<file path="src/rtl/ex_stage_md_pkg.sv">
// Shared encodings for the execute stage: mul/div opcodes, EX/MEM control bit
// positions and ALU function codes.
package ex_stage_md_pkg;

  typedef enum logic [2:0] {
    MdNone  = 3'd0,
    MdMult  = 3'd1,
    MdMultu = 3'd2,
    MdDiv   = 3'd3,
    MdDivu  = 3'd4,
    MdMfhi  = 3'd5,
    MdMflo  = 3'd6
  } md_op_e;

  // out_ctl = {mem_to_reg[1:0], reg_write, mem_read, mem_write}
  localparam int unsigned CtlW        = 5;
  localparam int unsigned CtlMemWrite = 0;
  localparam int unsigned CtlMemRead  = 1;
  localparam int unsigned CtlRegWrite = 2;
  localparam int unsigned CtlMemToReg = 3;

  localparam logic [5:0] AluSll = 6'h00;
  localparam logic [5:0] AluSrl = 6'h02;
  localparam logic [5:0] AluSra = 6'h03;
  localparam logic [5:0] AluAdd = 6'h20;
  localparam logic [5:0] AluSub = 6'h22;
  localparam logic [5:0] AluAnd = 6'h24;
  localparam logic [5:0] AluOr  = 6'h25;
  localparam logic [5:0] AluXor = 6'h26;
  localparam logic [5:0] AluNor = 6'h27;
  localparam logic [5:0] AluSlt = 6'h2a;
  localparam logic [5:0] AluEq  = 6'h30;
  localparam logic [5:0] AluNe  = 6'h31;

  // Opcodes that occupy the iterative unit (as opposed to hi/lo reads).
  function automatic logic is_iter_op(input logic [2:0] op);
    return (op == MdMult) || (op == MdMultu) || (op == MdDiv) || (op == MdDivu);
  endfunction

endpackage

</file>
<file path="src/rtl/alu.sv">
// Combinational ALU. Shifts move operand b by a[4:0]; compare ops return 0/1.
module alu
  import ex_stage_md_pkg::*;
#(
  parameter int unsigned XLEN = 32
) (
  input  logic [XLEN-1:0] a,
  input  logic [XLEN-1:0] b,
  input  logic [5:0]      fun,
  input  logic            sign,
  output logic [XLEN-1:0] result
);

  logic [4:0] sh;
  logic       lt;

  // Function decode; sign selects signed or unsigned set-less-than.
  always_comb begin
    sh     = a[4:0];
    lt     = sign ? ($signed(a) < $signed(b)) : (a < b);
    result = '0;
    case (fun)
      AluAdd:  result = a + b;
      AluSub:  result = a - b;
      AluAnd:  result = a & b;
      AluOr:   result = a | b;
      AluXor:  result = a ^ b;
      AluNor:  result = ~(a | b);
      AluSlt:  result = {{(XLEN-1){1'b0}}, lt};
      AluSll:  result = b << sh;
      AluSrl:  result = b >> sh;
      AluSra:  result = $signed(b) >>> sh;
      AluEq:   result = {{(XLEN-1){1'b0}}, (a == b)};
      AluNe:   result = {{(XLEN-1){1'b0}}, (a != b)};
      default: result = '0;
    endcase
  end

endmodule

</file>
<file path="src/rtl/md_unit.sv">
// Radix-2 iterative multiply/divide on operand magnitudes, one bit per cycle
// for XLEN cycles. res_hi/res_lo are valid while done is high.
module md_unit
  import ex_stage_md_pkg::*;
#(
  parameter int unsigned XLEN = 32
) (
  input  logic            clk,
  input  logic            reset_b,
  input  logic            start,
  input  logic [2:0]      op,
  input  logic [XLEN-1:0] a,
  input  logic [XLEN-1:0] b,
  output logic            busy,
  output logic            done,
  output logic [XLEN-1:0] res_hi,
  output logic [XLEN-1:0] res_lo
);

  localparam int unsigned   CntW    = $clog2(XLEN);
  localparam logic [CntW-1:0] LastCnt = CntW'(XLEN - 1);

  logic            busy_q, is_div_q, neg_q, neg_rem_q, dz_q;
  logic [CntW-1:0] cnt_q;
  logic [XLEN-1:0] acc_hi_q, acc_lo_q, dvs_q;
  logic [XLEN-1:0] acc_hi_d, acc_lo_d;
  logic            op_div, op_signed, a_neg, b_neg, ge;
  logic [XLEN-1:0] a_mag, b_mag;
  logic [XLEN:0]   sum, rem_w, diff;
  logic [2*XLEN-1:0] prod, prod_fix;

  // Operand conditioning at start: work on magnitudes, remember result signs.
  always_comb begin
    op_div    = (op == MdDiv) || (op == MdDivu);
    op_signed = (op == MdMult) || (op == MdDiv);
    a_neg     = op_signed & a[XLEN-1];
    b_neg     = op_signed & b[XLEN-1];
    a_mag     = a_neg ? -a : a;
    b_mag     = b_neg ? -b : b;
  end

  // One iteration: shift-add multiply or restoring-division step.
  always_comb begin
    sum   = {1'b0, acc_hi_q} + (acc_lo_q[0] ? {1'b0, dvs_q} : '0);
    rem_w = {acc_hi_q, acc_lo_q[XLEN-1]};
    diff  = rem_w - {1'b0, dvs_q};
    ge    = (rem_w >= {1'b0, dvs_q});
    if (is_div_q) begin
      acc_hi_d = ge ? diff[XLEN-1:0] : rem_w[XLEN-1:0];
      acc_lo_d = {acc_lo_q[XLEN-2:0], ge};
    end else begin
      acc_hi_d = sum[XLEN:1];
      acc_lo_d = {sum[0], acc_lo_q[XLEN-1:1]};
    end
  end

  // Sign fix-up of the final step; divide-by-zero forces an all-ones quotient.
  always_comb begin
    prod     = {acc_hi_d, acc_lo_d};
    prod_fix = neg_q ? -prod : prod;
    if (is_div_q) begin
      res_lo = dz_q ? '1 : (neg_q ? -acc_lo_d : acc_lo_d);
      res_hi = neg_rem_q ? -acc_hi_d : acc_hi_d;
    end else begin
      res_hi = prod_fix[2*XLEN-1:XLEN];
      res_lo = prod_fix[XLEN-1:0];
    end
  end

  // Load operands on start, then iterate until the counter reaches XLEN-1.
  always_ff @(posedge clk or negedge reset_b) begin
    if (!reset_b) begin
      busy_q    <= 1'b0;
      cnt_q     <= '0;
      is_div_q  <= 1'b0;
      neg_q     <= 1'b0;
      neg_rem_q <= 1'b0;
      dz_q      <= 1'b0;
      acc_hi_q  <= '0;
      acc_lo_q  <= '0;
      dvs_q     <= '0;
    end else if (busy_q) begin
      acc_hi_q <= acc_hi_d;
      acc_lo_q <= acc_lo_d;
      cnt_q    <= cnt_q + 1'b1;
      if (cnt_q == LastCnt) busy_q <= 1'b0;
    end else if (start) begin
      busy_q    <= 1'b1;
      cnt_q     <= '0;
      is_div_q  <= op_div;
      neg_q     <= a_neg ^ b_neg;
      neg_rem_q <= a_neg;
      dz_q      <= op_div && (b == '0);
      acc_hi_q  <= '0;
      acc_lo_q  <= op_div ? a_mag : b_mag;
      dvs_q     <= op_div ? b_mag : a_mag;
    end
  end

  assign busy = busy_q;
  assign done = busy_q && (cnt_q == LastCnt);

endmodule

</file>
<file path="src/rtl/ex_stage_md.sv">
// Execute stage: operand forwarding, ALU, branch resolve, hi/lo mul/div and
// the registered EX/MEM output with a valid/ready handshake.
module ex_stage_md
  import ex_stage_md_pkg::*;
#(
  parameter int unsigned XLEN  = 32,
  parameter int unsigned RA_W  = 5,
  parameter int unsigned MD_EN = 1
) (
  input  logic            clk,
  input  logic            reset_b,
  input  logic            in_valid,
  output logic            in_ready,
  input  logic [RA_W-1:0] rs,
  input  logic [RA_W-1:0] rt,
  input  logic [RA_W-1:0] wreg,
  input  logic [XLEN-1:0] rs_data,
  input  logic [XLEN-1:0] rt_data,
  input  logic [XLEN-1:0] imm,
  input  logic [4:0]      shamt,
  input  logic            alu_src1,
  input  logic            alu_src2,
  input  logic            sign,
  input  logic [5:0]      alu_fun,
  input  logic [2:0]      md_op,
  input  logic            branch,
  input  logic            reg_write,
  input  logic            mem_read,
  input  logic            mem_write,
  input  logic [1:0]      mem_to_reg,
  input  logic            flush,
  input  logic [RA_W-1:0] exm_rd,
  input  logic [XLEN-1:0] exm_data,
  input  logic            exm_we,
  input  logic [RA_W-1:0] mwb_rd,
  input  logic [XLEN-1:0] mwb_data,
  input  logic            mwb_we,
  output logic            branch_taken,
  output logic            out_valid,
  input  logic            out_ready,
  output logic [XLEN-1:0] out_result,
  output logic [XLEN-1:0] out_store,
  output logic [RA_W-1:0] out_wreg,
  output logic [CtlW-1:0] out_ctl,
  output logic            md_busy
);

  logic [XLEN-1:0] fwd_a, fwd_b, alu_a, alu_b, alu_result, result_d;
  logic [XLEN-1:0] hi_q, lo_q, md_hi, md_lo;
  logic [CtlW-1:0] ctl_d;
  logic [2:0]      md_op_eff;
  logic            md_iter, accept, md_start, md_done;

  // Forwarding (EX/MEM wins over MEM/WB, register 0 never forwards) and ALU muxes.
  always_comb begin
    if (exm_we && (exm_rd == rs) && (exm_rd != '0))      fwd_a = exm_data;
    else if (mwb_we && (mwb_rd == rs) && (mwb_rd != '0)) fwd_a = mwb_data;
    else                                                 fwd_a = rs_data;
    if (exm_we && (exm_rd == rt) && (exm_rd != '0))      fwd_b = exm_data;
    else if (mwb_we && (mwb_rd == rt) && (mwb_rd != '0)) fwd_b = mwb_data;
    else                                                 fwd_b = rt_data;
    alu_a = alu_src1 ? {{(XLEN-5){1'b0}}, shamt} : fwd_a;
    alu_b = alu_src2 ? imm : fwd_b;
  end

  alu #(
    .XLEN(XLEN)
  ) u_alu (
    .a     (alu_a),
    .b     (alu_b),
    .fun   (alu_fun),
    .sign  (sign),
    .result(alu_result)
  );

  // Handshake, accept, branch redirect and md start; any md op stalls while busy.
  always_comb begin
    md_op_eff    = (MD_EN != 0) ? md_op : 3'd0;
    md_iter      = is_iter_op(md_op_eff);
    in_ready     = (!out_valid || out_ready) && !(md_busy && (md_op_eff != MdNone));
    accept       = in_valid && in_ready && !flush;
    branch_taken = reset_b && accept && branch && alu_result[0];
    md_start     = accept && md_iter;
  end

  // Payload selection; a taken branch squashes its own side effects.
  always_comb begin
    result_d = alu_result;
    if (md_op_eff == MdMfhi)      result_d = hi_q;
    else if (md_op_eff == MdMflo) result_d = lo_q;
    ctl_d = '0;
    if (!branch_taken) begin
      ctl_d[CtlMemToReg +: 2] = mem_to_reg;
      ctl_d[CtlRegWrite]      = reg_write && !md_iter;
      ctl_d[CtlMemRead]       = mem_read;
      ctl_d[CtlMemWrite]      = mem_write;
    end
  end

  if (MD_EN != 0) begin : g_md
    md_unit #(
      .XLEN(XLEN)
    ) u_md (
      .clk    (clk),
      .reset_b(reset_b),
      .start  (md_start),
      .op     (md_op_eff),
      .a      (fwd_a),
      .b      (fwd_b),
      .busy   (md_busy),
      .done   (md_done),
      .res_hi (md_hi),
      .res_lo (md_lo)
    );
  end else begin : g_no_md
    assign md_busy = 1'b0;
    assign md_done = 1'b0;
    assign md_hi   = '0;
    assign md_lo   = '0;
  end

  // hi/lo capture the unit's result on its final iteration.
  always_ff @(posedge clk or negedge reset_b) begin
    if (!reset_b) begin
      hi_q <= '0;
      lo_q <= '0;
    end else if (md_done) begin
      hi_q <= md_hi;
      lo_q <= md_lo;
    end
  end

  // EX/MEM register: load on accept, hold while stalled, drain when consumed.
  always_ff @(posedge clk or negedge reset_b) begin
    if (!reset_b) begin
      out_valid  <= 1'b0;
      out_result <= '0;
      out_store  <= '0;
      out_wreg   <= '0;
      out_ctl    <= '0;
    end else if (accept) begin
      out_valid  <= 1'b1;
      out_result <= result_d;
      out_store  <= fwd_b;
      out_wreg   <= wreg;
      out_ctl    <= ctl_d;
    end else if (out_ready) begin
      out_valid  <= 1'b0;
    end
  end

endmodule

</file>
<file path="config.mk">
export PLATFORM = sky130hd
export DESIGN_NAME = ex_stage_md
export DESIGN_NICKNAME = d
export VERILOG_FILES = /design/src/rtl/ex_stage_md_pkg.sv /design/src/rtl/alu.sv /design/src/rtl/md_unit.sv /design/src/rtl/ex_stage_md.sv
export SDC_FILE = /design/constraint.sdc
export NUM_CORES = 2
export LEC_CHECK = 0
export CAP_MARGIN = 20
export CORE_MARGIN = 3
export CORE_UTILIZATION = 40
export DETAILED_ROUTE_END_ITERATION = 10
export GPL_ROUTABILITY_DRIVEN = 1
export PLACE_DENSITY = 0.58
export SLEW_MARGIN = 20
export SYNTH_ARGS = -nofsm -noshare
export SYNTH_HDL_FRONTEND = slang
export SYNTH_SLANG_ARGS = --single-unit
</file>
<file path="constraint.sdc">
create_clock -name clk -period 8.4 [get_ports clk]
set_input_delay 1.68 -clock clk [delete_from_list [all_inputs] [get_ports clk]]
set_output_delay 1.68 -clock clk [all_outputs]
set_load 0.005 [all_outputs]
</file>
; ---- After elaboration in Yosys (flattened, before gate mapping)
; Cells that the tools add are included.
[word_totals]
input_bits = 215
output_inout_bits = 78
ff_bits = 245
[classes]
eq_ne = 24
bitwise_logic = 8
n_reduce_logical = 37
muxes = 36
addsub = 10
magnitude_cmp = 3
shifts = 3
[op_table]
columns = cell, n
row1 = 32-bit two-way mux, 25
row2 = 32-bit one-hot mux with 12 select lines, 1
row3 = 32-bit negation, 4
row4 = 32-bit less-than comparator, 2
row5 = 64-bit two-way mux, 1
row6 = 64-bit negation, 1
row7 = 32-bit subtractor, 2
row8 = "6-bit == test, second input constant", 9
row9 = 32-bit by 32-bit adder with 33-bit output, 1
row10 = 33-bit by 32-bit >= comparator with 1-bit output, 1
row11 = 32-bit adder, 1
row12 = 32-bit bitwise AND, 1
row13 = 32-bit == test, 1
row14 = 32-bit logical NOT, 1
row15 = 32-bit inequality test, 1
row16 = 32-bit NOT, 1
row17 = 32-bit OR, 1
row18 = 32-bit by 5-bit << shifter with 32-bit output, 1
row19 = 32-bit by 5-bit right shift with 32-bit output, 1
row20 = 32-bit by 5-bit >>> shifter with 32-bit output, 1
row21 = 32-bit XOR, 1
row22 = 5-bit == test, 4
row23 = 1-bit logical AND, 19
row24 = 5-bit two-way mux, 3
row25 = other kinds (17), 37

; ---- Longest topological paths before layout
[logic_depth]
word_depth = 11
depth_mapped = 25
ltp_nobuf = 21

; ---- Hierarchy
; Synthesis repeated with hierarchy kept, for this count alone.
[hier_totals]
hier_cells = 3988
hier_area_um2 = 30230.2
[by_module_without_submodules]
columns = mod, area_per_inst_um2, seq_area_each_um2, instances, cells_each
row1 = md_unit, 13121.3, 2652.5, 1, 1801
row2 = alu, 8842.2, 0.0, 1, 1313
row3 = ex_stage_md, 8266.7, 3478.3, 1, 874

; ---- Worst setup path before layout
; OpenSTA, ideal clock, no wires.
[synth_path]
path_kind = input -> output
start = input port mwb_rd[1]
end = output port branch_taken
t_arrival_ps = 6648
path_buffers = 4
path_stages = 22
slack_ps = 72
required_ps = 6720
cell_sequence = clkbuf_2 -> xnor2_1 -> nand4_1 -> nor2_1 -> mux2i_1 -> a21oi_1 -> mux2i_1 -> clkbuf_1 -> buf_1 -> buf_1 -> ha_1 -> inv_1 -> a21oi_1 -> o21ai_0 -> a311oi_1 -> o31a_1 -> nor3_1 -> or3_1 -> a21oi_1 -> a311oi_1 -> o2bb2ai_1 -> and2_1
[synth_between]
elab_chain_cells = 10
[synth_rtl]
columns = element, line
row1 = start: declaration, ex_stage_md.sv:35  ; input logic [RA_W-1:0] mwb_rd,
row2 = 5-bit == test (on tied branches), "ex_stage_md.sv:57, ex_stage_md.sv:60"
row3 = 1-bit logical AND (on tied branches) (2 in a row), "ex_stage_md.sv:57, ex_stage_md.sv:60"
row4 = 32-bit two-way mux (on tied branches), "ex_stage_md.sv:57, ex_stage_md.sv:60"
row5 = 32-bit two-way mux (on tied branches), "ex_stage_md.sv:56, ex_stage_md.sv:59"
row6 = 32-bit two-way mux (on tied branches), "ex_stage_md.sv:62, ex_stage_md.sv:63"
row7 = 32-bit less-than comparator or 32-bit OR (tied branches), "alu.sv:20, alu.sv:26, alu.sv:28"
row8 = 1-bit two-way mux or 32-bit NOT (tied branches), "alu.sv:20, alu.sv:28"
row9 = 32-bit one-hot mux with 12 select lines *, alu.sv:22  ; case (fun)
row10 = 1-bit logical AND *, ex_stage_md.sv:82  ; branch_taken = reset_b && accept && branch && alu_result[0];
row11 = end: declaration, ex_stage_md.sv:38  ; output logic branch_taken,
; Every way passes the cells marked *; elsewhere a longest branch is shown, timed or not.

; ---- Final worst setup path
[layout_path]
start = input port mwb_rd[0]
end = output port branch_taken
; Same word-level chain as after synthesis.

==> flow_metrics.env <==
export IMPL_outcome="finished, final reports clean"
export IMPL_crit_buf_inv=7
export IMPL_worstHoldStart="out_wreg[1]"
export IMPL_dr_pass1_iters=9
export IMPL_seq_area_frac_synth=0.197
export IMPL_worstSetupStartpointType="input pin"
export IMPL_async_reset_ff_frac=1.00
export IMPL_synth_common_cells="nand2_1 (518), o21ai_0 (398), nor2_1 (323), a21oi_1 (303), dfrtp_1 (245)"
export IMPL_reg2reg_from="g_md.u_md.dvs_q[28]"
export IMPL_utilization=0.514
export IMPL_crit_path_end="branch_taken"
export IMPL_die_width_microns=285
export IMPL_drc=0
export IMPL_nets=5080
export IMPL_slowest_stage="or4_4"
export IMPL_grt_pass1_wl_microns=242000
export IMPL_synth_edf_count=0
export IMPL_hp_class="reg -> reg"
export IMPL_rr_worst_depth=17
export IMPL_hpwl_microns=138000
export IMPL_vias_per_cell=6.50
export IMPL_routabilityCongestion=1.09
export IMPL_worst_pin_slew_ps=1180
export IMPL_io_pins=293
export IMPL_path_max_fanout=3
export IMPL_path_depth=24
export IMPL_die_area_sq_um=81300
export IMPL_cts_made_buffers=31
export IMPL_synth_warnings=0
export IMPL_ys_ff_latch=245
export IMPL_drtIter0Drc=5574
export IMPL_grt_max_degree=142
export IMPL_slew_limit_headroom=0.205
export IMPL_r2r_end="hi_q[30]"
export IMPL_wl_microns=170000
export IMPL_fin_skew_ps=31.9
export IMPL_post_route_period_util=0.993
export IMPL_first_global_vias=34000
export IMPL_antenna_found_initial=8
export IMPL_ys_types=101
export IMPL_tritoncts="yes"
export IMPL_coreArea_sq_um=76600
export IMPL_die_h_microns=285
export IMPL_period_minus_slack_ps=8340
export IMPL_arrival_ps=6660
export IMPL_max_freq_ghz=0.120
export IMPL_area_growth_pct=26.2
export IMPL_rrSetupSlack_ps=2270
export IMPL_finalSetupTns_ps=0
export IMPL_crit_path_end_kind="output pin"
export IMPL_power_density_nw_per_um2=342
export IMPL_finalHoldViolCount=0
export IMPL_yosysMostFrequentCell="nand2_1"
export IMPL_clock_latency_ps=630
export IMPL_synth_top_area_share=0.197
export IMPL_overflow=0
export IMPL_grt_util_all_layers=0.399
export IMPL_drv_slew=0
export IMPL_cts_sinks=245
export IMPL_antenna_left=0
export IMPL_layout_drive_gt1_share=0.156
export IMPL_num_rows=101
export IMPL_path_cells="clkdlybuf4s50_1 -> or4_4 -> o211ai_4 -> buf_6 -> nor2_2 -> mux2i_1 -> o21ai_1 -> nand2b_1 -> inv_1 -> ha_1 -> or4_4 -> buf_6 -> nor3_4 -> a21o_1 -> a221oi_2 -> buf_4 -> a21oi_2 -> or3_4 -> a21oi_2 -> a311oi_1 -> buf_4 -> o2bb2ai_4 -> and2_1 -> dlygate4sd2_1"
export IMPL_crit_family="simple AND/OR/NAND/NOR gates"
export IMPL_synth_area_leader_cell="dfrtp_1"
export IMPL_slowest_delay_ps=600
export IMPL_syn_num_nets=4592
export IMPL_root_buffer="clkbuf_16"
export IMPL_ys_flop_type="dfrtp_1"
export IMPL_syn_inst=4204
export IMPL_numPortBuffers=292
export IMPL_p_leak_nw=16.6
export IMPL_avgSynthCellArea_sq_um=7.42
export IMPL_htreeDepth=1
export IMPL_clock_path_buffers=3
export IMPL_critical_path_class="in -> out"
export IMPL_vias=37400
export IMPL_netlist_area_sq_um=31200
export IMPL_ir_drop_v=0.000300
export IMPL_start_util=0.407
export IMPL_setup_viol=0
export IMPL_maxCapViolCount=0
export IMPL_clk_pin_slew_ps=60
export IMPL_wl_per_cell_microns=29.6
export IMPL_cp_required_ps=6720
export IMPL_worstSetupStartpoint="mwb_rd[0]"
export IMPL_netlist_top_cells_area="dfrtp_1 (20%), ha_1 (6.8%), o21ai_0 (6.4%)"
## worst min-delay path by stage
stage	slack, ps	depth (start not counted)	endpoint
floorplan	440	2	hi_q[17]
global placement	460	2	out_wreg[2]
detailed placement	470	2	out_wreg[0]
CTS	480	2	out_wreg[1]
global route	500	2	out_store[26]
finish	480	2	out_wreg[1]
## what timing repair did
| action | in CTS | in global routing |
|---|---|---|
| gates resized for setup | 36 | 66 |
| pin swaps | 13 | 17 |
| cloned | 0 | 1 |
| endpoints found under the setup margin | 1 | 1 |
| setup buffers | 5 | 4 |
| hold buffers | 0 | 0 |
## where the power goes
part	internal [mW]	leakage (nW)	switching, mW
clock	0.904	0.555	0.598
combinational	3.50	13.0	6.04
sequential	1.73	3.03	0.700
total	6.13	16.6	7.33
## state kept, by name, indices dropped and copies added (netlist names), 32 cells and up
register and cells:
g_md.u_md.acc_hi_q 32, g_md.u_md.acc_lo_q 32, g_md.u_md.dvs_q 32, hi_q 32, lo_q 32, out_result 32
out_store 32
## cells in the final DEF (no fill, tap or decap), types with 22 or more instances in the layout
cell type        Yosys  routed
a21oi_1            303     297
dfrtp_1            245     243
ha_1               169     166
nor3_1             120     115
and2_1              61      60
nor2_1             323     321
a31oi_1             86      79
buf_4               10     454
o21bai_1            23      22
or3_1               28      26
o21ai_0            398     380
clkdlybuf4s50_1      0     286
clkbuf_16            0      32
xnor2_1            150     150
nor4_1              50      49
a22oi_1             40      40
nor2b_1             28      27
o221ai_1            48      48
inv_1              156     152
nand2b_1            51      49
nand2_1            518     515
xor2_1              68      68
nand3_1            101      98
mux2i_1            177     167
o22ai_1             55      55
o211ai_1            62      62
mux4_2              43      43
o22a_1              38      38
mux2_2              30      29
a21o_1              54      54
a221oi_1            28      27
o31ai_1             26      26
and3_1              26      26
nand4_1             28      28
a211oi_1            61      61
## cell type report
cell class	instances	area (sq um)
Fill cell	7714	37200
Multi-Input combinational cell	3495	23700
Timing Repair Buffer	758	6510
Sequential cell	245	6140
Tap cell	1030	1290
Clock buffer	44	905
Inverter	161	604
Clock inverter	14	224
Antenna cell	2	5.00
## worst min-delay path: cells and delay by family (launching register included)
family	cells	cell delay, ps
AND/OR/NAND/NOR	2	110
flip-flops	1	340
## through the flow
step / cell area [sq um] / hold WS, ps / setup WS (ps) / power [mW] / instances
finish: 39300 / 478 / 58.2 / 13.5 / 5749
global route: 39300 / 496 / -20.7 / 14.2 / 5747
CTS: 39000 / 477 / 87.2 / 13.0 / 5742
detailed placement: 37700 / 467 / -538 / 11.5 / 5679
global placement: 37700 / 458 / -476 / 11.5 / 5679
floorplan: 31200 / 442 / 71.8 / 7.74 / 4204
## per-layer routing
metal | vias up | track usage | wire length [microns]
met3 | 363 | 0.0969 | 20400
met5 | - | 0 | 43
met1 | 18100 | 0.569 | 72000
li1 | 16600 | - | -
met2 | 2408 | 0.564 | 68700
met4 | 6 | 0.182 | 9250
## kinds of logic (layout without fill, tap and decap cells)
family,after synthesis,count (layout),share of synthesized area
and+or+nand+nor,1409,1409,0.211
adders and majority gates,173,173,0.0704
DFF,245,245,0.197
xor gates and xnor gates,218,218,0.0612
other,0,2,0
buffers and inverters,464,977,0.0595
AOI/OAI and AO/OA,1445,1445,0.302
muxes,250,250,0.0987
Note: power is estimated with default switching activity, not from simulation.
